$ cat src/rtl/pacman_pkg.sv
// Shared definitions for the pacman mover: direction encodings, grid defaults
// and the sequencer state type.
package pacman_pkg;

  localparam int COORD_W    = 5;
  localparam int GRID_W_DEF = 28;
  localparam int GRID_H_DEF = 31;

  // One-hot direction requests, {L,R,U,D} bit order
  localparam logic [3:0] DIR_L = 4'b1000;
  localparam logic [3:0] DIR_R = 4'b0100;
  localparam logic [3:0] DIR_U = 4'b0010;
  localparam logic [3:0] DIR_D = 4'b0001;

  typedef enum logic [2:0] {
    IDLE,
    MOVE,
    Q_L,
    Q_R,
    Q_U,
    Q_D,
    CAPT
  } state_e;

  function automatic logic is_onehot4(input logic [3:0] d);
    return (d == DIR_L) || (d == DIR_R) || (d == DIR_U) || (d == DIR_D);
  endfunction

endpackage

$ cat src/rtl/neighbor_addr.sv
// Maps a tile and a one-hot direction to the neighbouring tile and whether it
// lies inside the maze. Horizontal edges wrap when TUNNEL_WRAP_EN is defined.
module neighbor_addr
  import pacman_pkg::*;
#(
  parameter int GRID_W = GRID_W_DEF,
  parameter int GRID_H = GRID_H_DEF
) (
  input  logic [COORD_W-1:0] x_i,
  input  logic [COORD_W-1:0] y_i,
  input  logic [3:0]         dir_i,
  output logic [COORD_W-1:0] nx_o,
  output logic [COORD_W-1:0] ny_o,
  output logic               in_grid_o
);

  localparam logic [COORD_W-1:0] X_MAX = COORD_W'(GRID_W - 1);
  localparam logic [COORD_W-1:0] Y_MAX = COORD_W'(GRID_H - 1);

  // A request that is not exactly one-hot never names a neighbour
  always_comb begin
    nx_o      = x_i;
    ny_o      = y_i;
    in_grid_o = 1'b0;
    case (dir_i)
      DIR_L: begin
        if (x_i != '0) begin
          nx_o      = x_i - 1'b1;
          in_grid_o = 1'b1;
        end
`ifdef TUNNEL_WRAP_EN
        else begin
          nx_o      = X_MAX;
          in_grid_o = 1'b1;
        end
`endif
      end
      DIR_R: begin
        if (x_i < X_MAX) begin
          nx_o      = x_i + 1'b1;
          in_grid_o = 1'b1;
        end
`ifdef TUNNEL_WRAP_EN
        else if (x_i == X_MAX) begin
          nx_o      = '0;
          in_grid_o = 1'b1;
        end
`endif
      end
      DIR_U: begin
        if (y_i != '0) begin
          ny_o      = y_i - 1'b1;
          in_grid_o = 1'b1;
        end
      end
      DIR_D: begin
        if (y_i < Y_MAX) begin
          ny_o      = y_i + 1'b1;
          in_grid_o = 1'b1;
        end
      end
      default: ;
    endcase
  end

endmodule

$ cat src/rtl/pacman_mover.sv
// Tile-based mover: steps on tick, then re-reads the four neighbour walls from
// the maze ROM and publishes legal_moves atomically. Optional macro
// TUNNEL_WRAP_EN enables the horizontal tunnel (handled in neighbor_addr).
module pacman_mover
  import pacman_pkg::*;
#(
  parameter int GRID_W  = GRID_W_DEF,
  parameter int GRID_H  = GRID_H_DEF,
  parameter int START_X = 13,
  parameter int START_Y = 23
) (
  input  logic               clk,
  input  logic               rst_n,
  input  logic               tick,
  input  logic [3:0]         curr_direction,
  output logic               wall_req,
  output logic [COORD_W-1:0] wall_x,
  output logic [COORD_W-1:0] wall_y,
  input  logic               wall_rdata,
  output logic [3:0]         legal_moves,
  output logic [COORD_W-1:0] pos_x,
  output logic [COORD_W-1:0] pos_y,
  output logic               move_done,
  output logic               moved,
  output logic               tick_overrun
);

  localparam logic [COORD_W-1:0] START_X_C = COORD_W'(START_X);
  localparam logic [COORD_W-1:0] START_Y_C = COORD_W'(START_Y);

  state_e             state_q;
  logic [COORD_W-1:0] pos_x_q, pos_y_q;
  logic [COORD_W-1:0] pos_x_d, pos_y_d;
  logic [3:1]         shadow_q;
  logic [3:0]         legal_q, legal_d;
  logic               qv_q;
  logic               init_q;
  logic               done_q;
  logic               moved_q;
  logic               moved_pend_q;
  logic               overrun_q;

  logic [COORD_W-1:0] mv_nx, mv_ny, q_nx, q_ny;
  logic               mv_in, q_in;
  logic [3:0]         q_dir;
  logic               step_ok;
  logic               cap_bit;

  neighbor_addr #(.GRID_W(GRID_W), .GRID_H(GRID_H)) u_move_nb (
    .x_i       (pos_x_q),
    .y_i       (pos_y_q),
    .dir_i     (curr_direction),
    .nx_o      (mv_nx),
    .ny_o      (mv_ny),
    .in_grid_o (mv_in)
  );

  always_comb begin
    q_dir = 4'b0000;
    case (state_q)
      Q_L:     q_dir = DIR_L;
      Q_R:     q_dir = DIR_R;
      Q_U:     q_dir = DIR_U;
      Q_D:     q_dir = DIR_D;
      default: q_dir = 4'b0000;
    endcase
  end

  neighbor_addr #(.GRID_W(GRID_W), .GRID_H(GRID_H)) u_query_nb (
    .x_i       (pos_x_q),
    .y_i       (pos_y_q),
    .dir_i     (q_dir),
    .nx_o      (q_nx),
    .ny_o      (q_ny),
    .in_grid_o (q_in)
  );

  assign step_ok = is_onehot4(curr_direction) && |(curr_direction & legal_q) && mv_in;
  assign pos_x_d = step_ok ? mv_nx : pos_x_q;
  assign pos_y_d = step_ok ? mv_ny : pos_y_q;

  // Data returned this cycle belongs to last cycle's query; unqueried neighbours read as blocked
  assign cap_bit = qv_q & ~wall_rdata;
  assign legal_d = {shadow_q, cap_bit};

  always_ff @(posedge clk or negedge rst_n) begin
    if (!rst_n) begin
      state_q      <= IDLE;
      init_q       <= 1'b1;
      pos_x_q      <= START_X_C;
      pos_y_q      <= START_Y_C;
      shadow_q     <= '0;
      legal_q      <= '0;
      qv_q         <= 1'b0;
      done_q       <= 1'b0;
      moved_q      <= 1'b0;
      moved_pend_q <= 1'b0;
      overrun_q    <= 1'b0;
    end else begin
      done_q <= 1'b0;
      qv_q   <= q_in;
      case (state_q)
        IDLE: begin
          if (init_q) begin
            init_q  <= 1'b0;
            state_q <= Q_L;
          end else if (tick) begin
            state_q <= MOVE;
          end
        end
        MOVE: begin
          pos_x_q      <= pos_x_d;
          pos_y_q      <= pos_y_d;
          moved_pend_q <= step_ok;
          state_q      <= Q_L;
        end
        Q_L: state_q <= Q_R;
        Q_R: begin
          shadow_q[3] <= cap_bit;
          state_q     <= Q_U;
        end
        Q_U: begin
          shadow_q[2] <= cap_bit;
          state_q     <= Q_D;
        end
        Q_D: begin
          shadow_q[1] <= cap_bit;
          state_q     <= CAPT;
        end
        CAPT: begin
          legal_q <= legal_d;
          moved_q <= moved_pend_q;
          done_q  <= 1'b1;
          state_q <= IDLE;
        end
        default: state_q <= IDLE;
      endcase
      if (tick && (state_q != IDLE || init_q)) overrun_q <= 1'b1;
    end
  end

  assign wall_req     = q_in;
  assign wall_x       = q_nx;
  assign wall_y       = q_ny;
  assign legal_moves  = legal_q;
  assign pos_x        = pos_x_q;
  assign pos_y        = pos_y_q;
  assign move_done    = done_q;
  assign moved        = moved_q;
  assign tick_overrun = overrun_q;

endmodule
$ cat config.mk
export PLATFORM = sky130hd
export DESIGN_NAME = pacman_mover
export DESIGN_NICKNAME = d
export VERILOG_FILES = /design/src/rtl/pacman_pkg.sv /design/src/rtl/neighbor_addr.sv /design/src/rtl/pacman_mover.sv
export SDC_FILE = /design/constraint.sdc
export NUM_CORES = 1
export LEC_CHECK = 0
export ABC_CLOCK_PERIOD_IN_PS = 7470
export CORE_MARGIN = 2
export CORE_UTILIZATION = 30
export DETAILED_ROUTE_END_ITERATION = 12
export PLACE_DENSITY = 0.6
export SLEW_MARGIN = 15
export SYNTH_ARGS = -nofsm -noshare
export SYNTH_HDL_FRONTEND = slang
export SYNTH_SLANG_ARGS = --single-unit
$ cat constraint.sdc
create_clock -name clk -period 7.47 [get_ports clk]
set_clock_uncertainty 0.15 [all_clocks]
set_input_delay 1.494 -clock clk [delete_from_list [all_inputs] [get_ports clk]]
set_output_delay 1.494 -clock clk [all_outputs]
set_load 0.02 [all_outputs]
# Word-level counts from Yosys, hierarchy flattened
# Cells that the tools add are included.
[word_totals]
mem_bits_ro = 0
mem_count = 0
out_inout_bits = 28
ramBits = 0
ff_bits = 26
latch_bits = 0
word_cells = 72
[op_classes]
addsub = 4
n_mul = 0
bitwise_logic = 3
n_lt_le_gt_ge = 2
reduce_logical = 16
eq_ne = 15
muxes = 19
div = 0
shift = 0
[ops]
columns = ["op", "n"]
rows = [
  ["case mux 5 bit (2 select lines)", 4],
  ["two-way mux 5 bit", 4],
  ["case mux 3 bit (6 select lines)", 1],
  ["case mux 4 bit (4 select lines)", 1],
  ["adder 5 x 1 -> 5 bit, second input constant", 2],
  ["less-than comparator 5 bit, second input constant", 2],
  ["nonzero test 5 bit", 2],
  ["subtractor 5 x 1 -> 5 bit, second input constant", 2],
  ["equality test 3 bit, second input constant", 3],
  ["equality test 4 x 1 -> 1 bit, second input constant", 2],
  ["equality test 4 x 2 -> 1 bit, second input constant", 2],
  ["equality test 4 x 3 -> 1 bit, second input constant", 2],
  ["equality test 4 bit, second input constant", 2],
  ["case mux 1 bit (4 select lines)", 2],
  ["equality test 3 x 2 -> 1 bit, second input constant", 2],
  ["two-way mux 3 bit", 2],
  ["AND reduction 3 bit", 2],
  ["two-way mux 1 bit", 5],
  ["bitwise AND 4 bit", 1],
  ["logical OR 1 bit", 4],
  ["nonzero test 2 bit", 2],
  ["OR reduction 4 bit", 1],
  ["equality test 3 x 1 -> 1 bit, second input constant", 1],
  ["logical AND 1 bit", 3],
  ["other kinds (5)", 5],
]

# Depth between registers and ports, before layout
[depth]
word_depth = 7
ltp_mapped = 9
ltp_nobuf = 7

# Modules after synthesis
# A second synthesis with hierarchy kept.
[unflattened]
cells_unflattened = 241
hier_area_um2 = 2173.3
[modules_own_cells]
columns = ["mod", "instances", "area_each_um2", "cells_each"]
rows = [
  ["pacman_mover", 1, 1088.5, 88],
  ["neighbor_addr at u_move_nb", 1, 546.8, 81],
  ["neighbor_addr at u_query_nb", 1, 538.0, 72],
]

# Least setup slack after synthesis
# Ideal clock, no wire load.
[synth_timing]
path_type = "reg-to-output"
start = "register pos_x_q[0], in the netlist pos_x[0]"
end = "output wall_x[3]"
arrival_ns = 2.276
stages_incl_launch_ff = 9
path_slack_ns = 3.550
t_required_ns = 5.826
cell_sequence = "dfstp_2 -> clkbuf_1 -> inv_1 -> ha_1 -> inv_1 -> o21ai_0 -> mux2_2 -> mux2_2 -> o21ai_0"
[synth_via]
elab_chain_cells = 3
word_cells_on_any_way = 7
[synth_lines]
columns = ["item", "line_no", "rtl"]
rows = [
  ["start, declared", "pacman_mover.sv:32", "logic [COORD_W-1:0] pos_x_q, pos_y_q;"],
  ["start signal, assigned", "pacman_mover.sv:112", "pos_x_q <= pos_x_d;"],
  ["adder 5 x 1 -> 5 bit (tied with other cells)", "neighbor_addr.sv:40", "nx_o = x_i + 1'b1;"],
  ["two-way mux 5 bit (on tied branches)", "neighbor_addr.sv:39, neighbor_addr.sv:27", ""],
  ["case mux 5 bit (2 select lines) (*)", "neighbor_addr.sv:25", "case (dir_i)"],
  ["end, declared", "pacman_mover.sv:17", "output logic [COORD_W-1:0] wall_x,"],
]
# Every way passes the cells marked *; elsewhere a longest branch is shown, timed or not.

# Worst setup path in the final report
[layout_timing]
start = "register pos_y_q[1], in the netlist pos_y[1]"
end = "output wall_y[0]"
[layout_via]
elab_chain_cells = 3
word_cells_on_any_way = 5
[layout_lines]
columns = ["item", "line_no", "rtl"]
rows = [
  ["start, declared", "pacman_mover.sv:32", ""],
  ["start signal, assigned", "pacman_mover.sv:113", "pos_y_q <= pos_y_d;"],
  ["less-than comparator 5 bit / nonzero test 5 bit (equally long branches)", "neighbor_addr.sv:57, neighbor_addr.sv:51", ""],
  ["two-way mux 5 bit (on tied branches)", "--", ""],
  ["case mux 5 bit (2 select lines) (*)", "neighbor_addr.sv:25", ""],
  ["end, declared", "pacman_mover.sv:18", "output logic [COORD_W-1:0] wall_y,"],
]
# Marks and branches as above.

==> results.tsv <==
metric	value	unit
required	5.83	ns
antenna-diode-count	0	
fp.dieH	82.2	µm
arrival_time_at_the_worst_endpoint	2.85	ns
fillerInstances	618	
crit_path_top_delay_cell	sky130_fd_sc_hd__clkdlybuf4s50_1	
clk_buf_depth	2	
postCtsSetupBuffers	0	
vias	1640	
design.die.area	0.00676	mm²
floorplan.initialDensity	31.0	%
status	complete, no violations	
design.portCount	36	
achievable-frequency	223	MHz
design.final.nets	253	
portBuffers	35	
chipWidth	82.2	µm
global_route.usage.total	14.2	%
synth_area	0.00184	mm²
synth_enable_flop_cells	0	
worst-path-buf-inv	2	
routed_wire_length_per_instance	14.7	µm
drive_gt1_share	12.1	%
synth_cell_count_leaders	sky130_fd_sc_hd__nand2_1 (34), sky130_fd_sc_hd__o21ai_0 (25), sky130_fd_sc_hd__dfrtp_1 (18)	
core-area	0.00592	mm²
grt_pass1_wl	7430	µm
path_max_fanout	9	
worst_setup_hold_path_clk_slew	0.09	ns
power_density_of_the_placed_cells	369	mW/mm²
period_share	60.1	%
postSynthCellCount	212	
setup.worst_path.start_class	flop	
post_synth_num_cell_types	46	
worst_hold_startpoint	shadow_q[2]	
multiInputGateArea	0.00107	mm²
p_total	846	µW
dr.pass1.iters	4	
place_inst	311	
min_cycle_time_layout	4.49	ns
antenna_found_initial	0	
avgViaCountPerCell	5.21	
gp_congestion	0.833	
num_rows	28	
netlist_top_cells_area	sky130_fd_sc_hd__dfrtp_1 (25%), sky130_fd_sc_hd__dfstp_2 (11%), sky130_fd_sc_hd__nand2_1 (7.0%)	
synth_seq_cells	26	
worst_setup_path_end_kind	output pin	
syn_avg_cell_area	8.66	µm²
finalNonFillerCells	315	
power_leakage	0.000939	µW
max_ir_drop_vdd	0.117	mV
most_used_standard_cell_by_instance_count_after_synthesis	sky130_fd_sc_hd__nand2_1	
synth_sequential_area_ratio	36.0	%
worst_margin_pin_slew	0.788	ns
clkLatencyLatePin	0.27	ns
number_of_hold_buffers_added_after_cts	0	
final-seq-area	661	µm²
fin_tns_setup	0	ns
worstHoldPathType	reg2reg	
post-dp-hpwl	3310	µm
numCtsBuffers	3	
wirelength	4640	µm
drc_errors	0	
maxcap_violations	0	
crit-reg2reg-launch	pos_x[0]	
detail-route-antenna-nets	0	
relSlewSlack	46.7	%
maximum_cell_stage_delay_along_the_critical_path	0.62	ns
hold_violations	0	
cts_htree_levels	1	
synth_top_area_cell	sky130_fd_sc_hd__dfrtp_1	
path_class	reg2out	
clock_tree_from_tritoncts	yes	
setup_viol_count_final	0	
critPathLaunch	pos_y[1]	
crit_path_cell_trace	inv_1 -> ha_1 -> or4b_1 -> o21ai_0 -> a21o_1 -> xnor2_1 -> clkdlybuf4s50_1	
synthesis.nets	224	
cts_resized	0	
drt_first_iter_violations	101	
cts.sinks	26	
vias_in_the_first_global_route	1456	
ys_warnings	0	
ys_dominant_reg_cell	sky130_fd_sc_hd__dfrtp_1	
clockRootBuffer	sky130_fd_sc_hd__clkbuf_8	
grt_setup_unrepaired	false	
area.growth.synth_to_final	24.8	%
grt_start_max_net_pins	27	
gr-total-overflow	0	
cell_class_contributing_the_biggest_share_of_worst_path_delay	buffers and inverters	
synth-async-reset-ratio	100	%
area_share_of_the_leading_cell_type_in_the_synthesized_netlist	24.5	%
final-max-slew-violation-count	0	
-- layer usage --
metal | part of all wire, % | GRT usage [%] | up-vias
li1 | - | - | 811
met1 | 46 | 20.1 | 775
met2 | 47 | 22.3 | 50
met3 | 6.1 | 2.61 | 4
met4 | 0.99 | 3.83 | 0
met5 | 0 | 0 | -
-- logic make-up (layout without fill, tap and decap cells) --
logic type | Yosys count | in the layout | synth area share [%]
simple gates | 80 | 80 | 22.2
compound gates | 58 | 58 | 19.5
flops | 26 | 26 | 36.0
buf+inv | 22 | 50 | 5.73
mux | 16 | 16 | 11.0
xor+xnor | 6 | 6 | 2.86
fa+ha+maj | 4 | 4 | 2.73
-- layout by cell type (no fill, tap or decap), types with 2 or more instances in the layout --
| cell type | n |
|---|---|
| sky130_fd_sc_hd__a21o_1 | 3 |
| sky130_fd_sc_hd__a21oi_1 | 8 |
| sky130_fd_sc_hd__a22oi_1 | 3 |
| sky130_fd_sc_hd__a31oi_1 | 4 |
| sky130_fd_sc_hd__and3_1 | 2 |
| sky130_fd_sc_hd__clkbuf_8 | 3 |
| sky130_fd_sc_hd__clkdlybuf4s50_1 | 35 |
| sky130_fd_sc_hd__dfrtp_1 | 18 |
| sky130_fd_sc_hd__dfstp_2 | 8 |
| sky130_fd_sc_hd__ha_1 | 4 |
| sky130_fd_sc_hd__inv_1 | 10 |
| sky130_fd_sc_hd__mux2_2 | 7 |
| sky130_fd_sc_hd__mux2_4 | 4 |
| sky130_fd_sc_hd__mux2i_1 | 4 |
| sky130_fd_sc_hd__nand2_1 | 34 |
| sky130_fd_sc_hd__nand2b_1 | 5 |
| sky130_fd_sc_hd__nand3_1 | 6 |
| sky130_fd_sc_hd__nor2_1 | 12 |
| sky130_fd_sc_hd__nor2b_1 | 5 |
| sky130_fd_sc_hd__nor3_1 | 5 |
| sky130_fd_sc_hd__nor4_1 | 2 |
| sky130_fd_sc_hd__nor4b_1 | 2 |
| sky130_fd_sc_hd__o21ai_0 | 25 |
| sky130_fd_sc_hd__o31ai_1 | 2 |
| sky130_fd_sc_hd__or3_1 | 2 |
| sky130_fd_sc_hd__xnor2_1 | 6 |
-- per-stage QoR --
step / setup slack [ns] / hold slack [ns] / util [%] / area (µm²)
after global placement: 3.28 / 0.306 / 37.5 / 2220
after CTS: 2.96 / 0.338 / 38.7 / 2290
after global routing: 2.77 / 0.370 / 38.7 / 2290
after detailed placement: 3.27 / 0.313 / 37.5 / 2220
after floorplan: 3.55 / 0.282 / - / 1840
final: 2.98 / 0.338 / 38.7 / 2290
-- worst reg2reg max path, stage by stage, from the launching register on --
cell and delay, ns:
sky130_fd_sc_hd__dfstp_2 0.64, sky130_fd_sc_hd__inv_1 0.07, sky130_fd_sc_hd__ha_1 0.25, sky130_fd_sc_hd__or4b_4 0.23
sky130_fd_sc_hd__a22oi_2 0.07, sky130_fd_sc_hd__o311ai_1 0.36, sky130_fd_sc_hd__and3_1 0.47, sky130_fd_sc_hd__mux2_4 0.34
-- where the power goes --
group | switching [µW] | total [µW] | leakage (µW) | internal, µW
Clock | 47.9 | 120 | 0.0000357 | 71.7
Combinational | 242 | 459 | 0.000587 | 216
Sequential | 74.9 | 267 | 0.000316 | 192
Total | 365 | 846 | 0.000939 | 480
-- sequential cells by signal, summed over array words and instances, names as in the netlist, 3 cells and up --
name,flops
legal_moves,4
shadow_q,3
state_q,3
pos_y,5
pos_x,5
-- path summary, 6_finish.rpt --
kind                                        to  slack [ns]  cells past startpoint
worst max register to register        pos_y[3]        4.77                      7
min in group asynchronous             pos_x[1]        1.43                      2
worst min-delay path            legal_moves[2]        0.34                      2
max in group asynchronous             pos_y[4]        5.43                      2
worst max-delay path                 wall_y[0]        2.98                      7
worst min register to register  legal_moves[2]        0.34                      2
-- area by class of cell --
| cell class | instances | share of cell area (%) |
|---|---|---|
| clock buffer | 3 | 1.80 |
| clock inverter | 1 | 1.31 |
| inverter | 10 | 1.64 |
| multi-input combinational | 164 | 46.7 |
| sequential | 26 | 28.8 |
| tap | 75 | 4.10 |
| timing repair buffer | 36 | 15.6 |
Power figures use the tool's default switching activity.
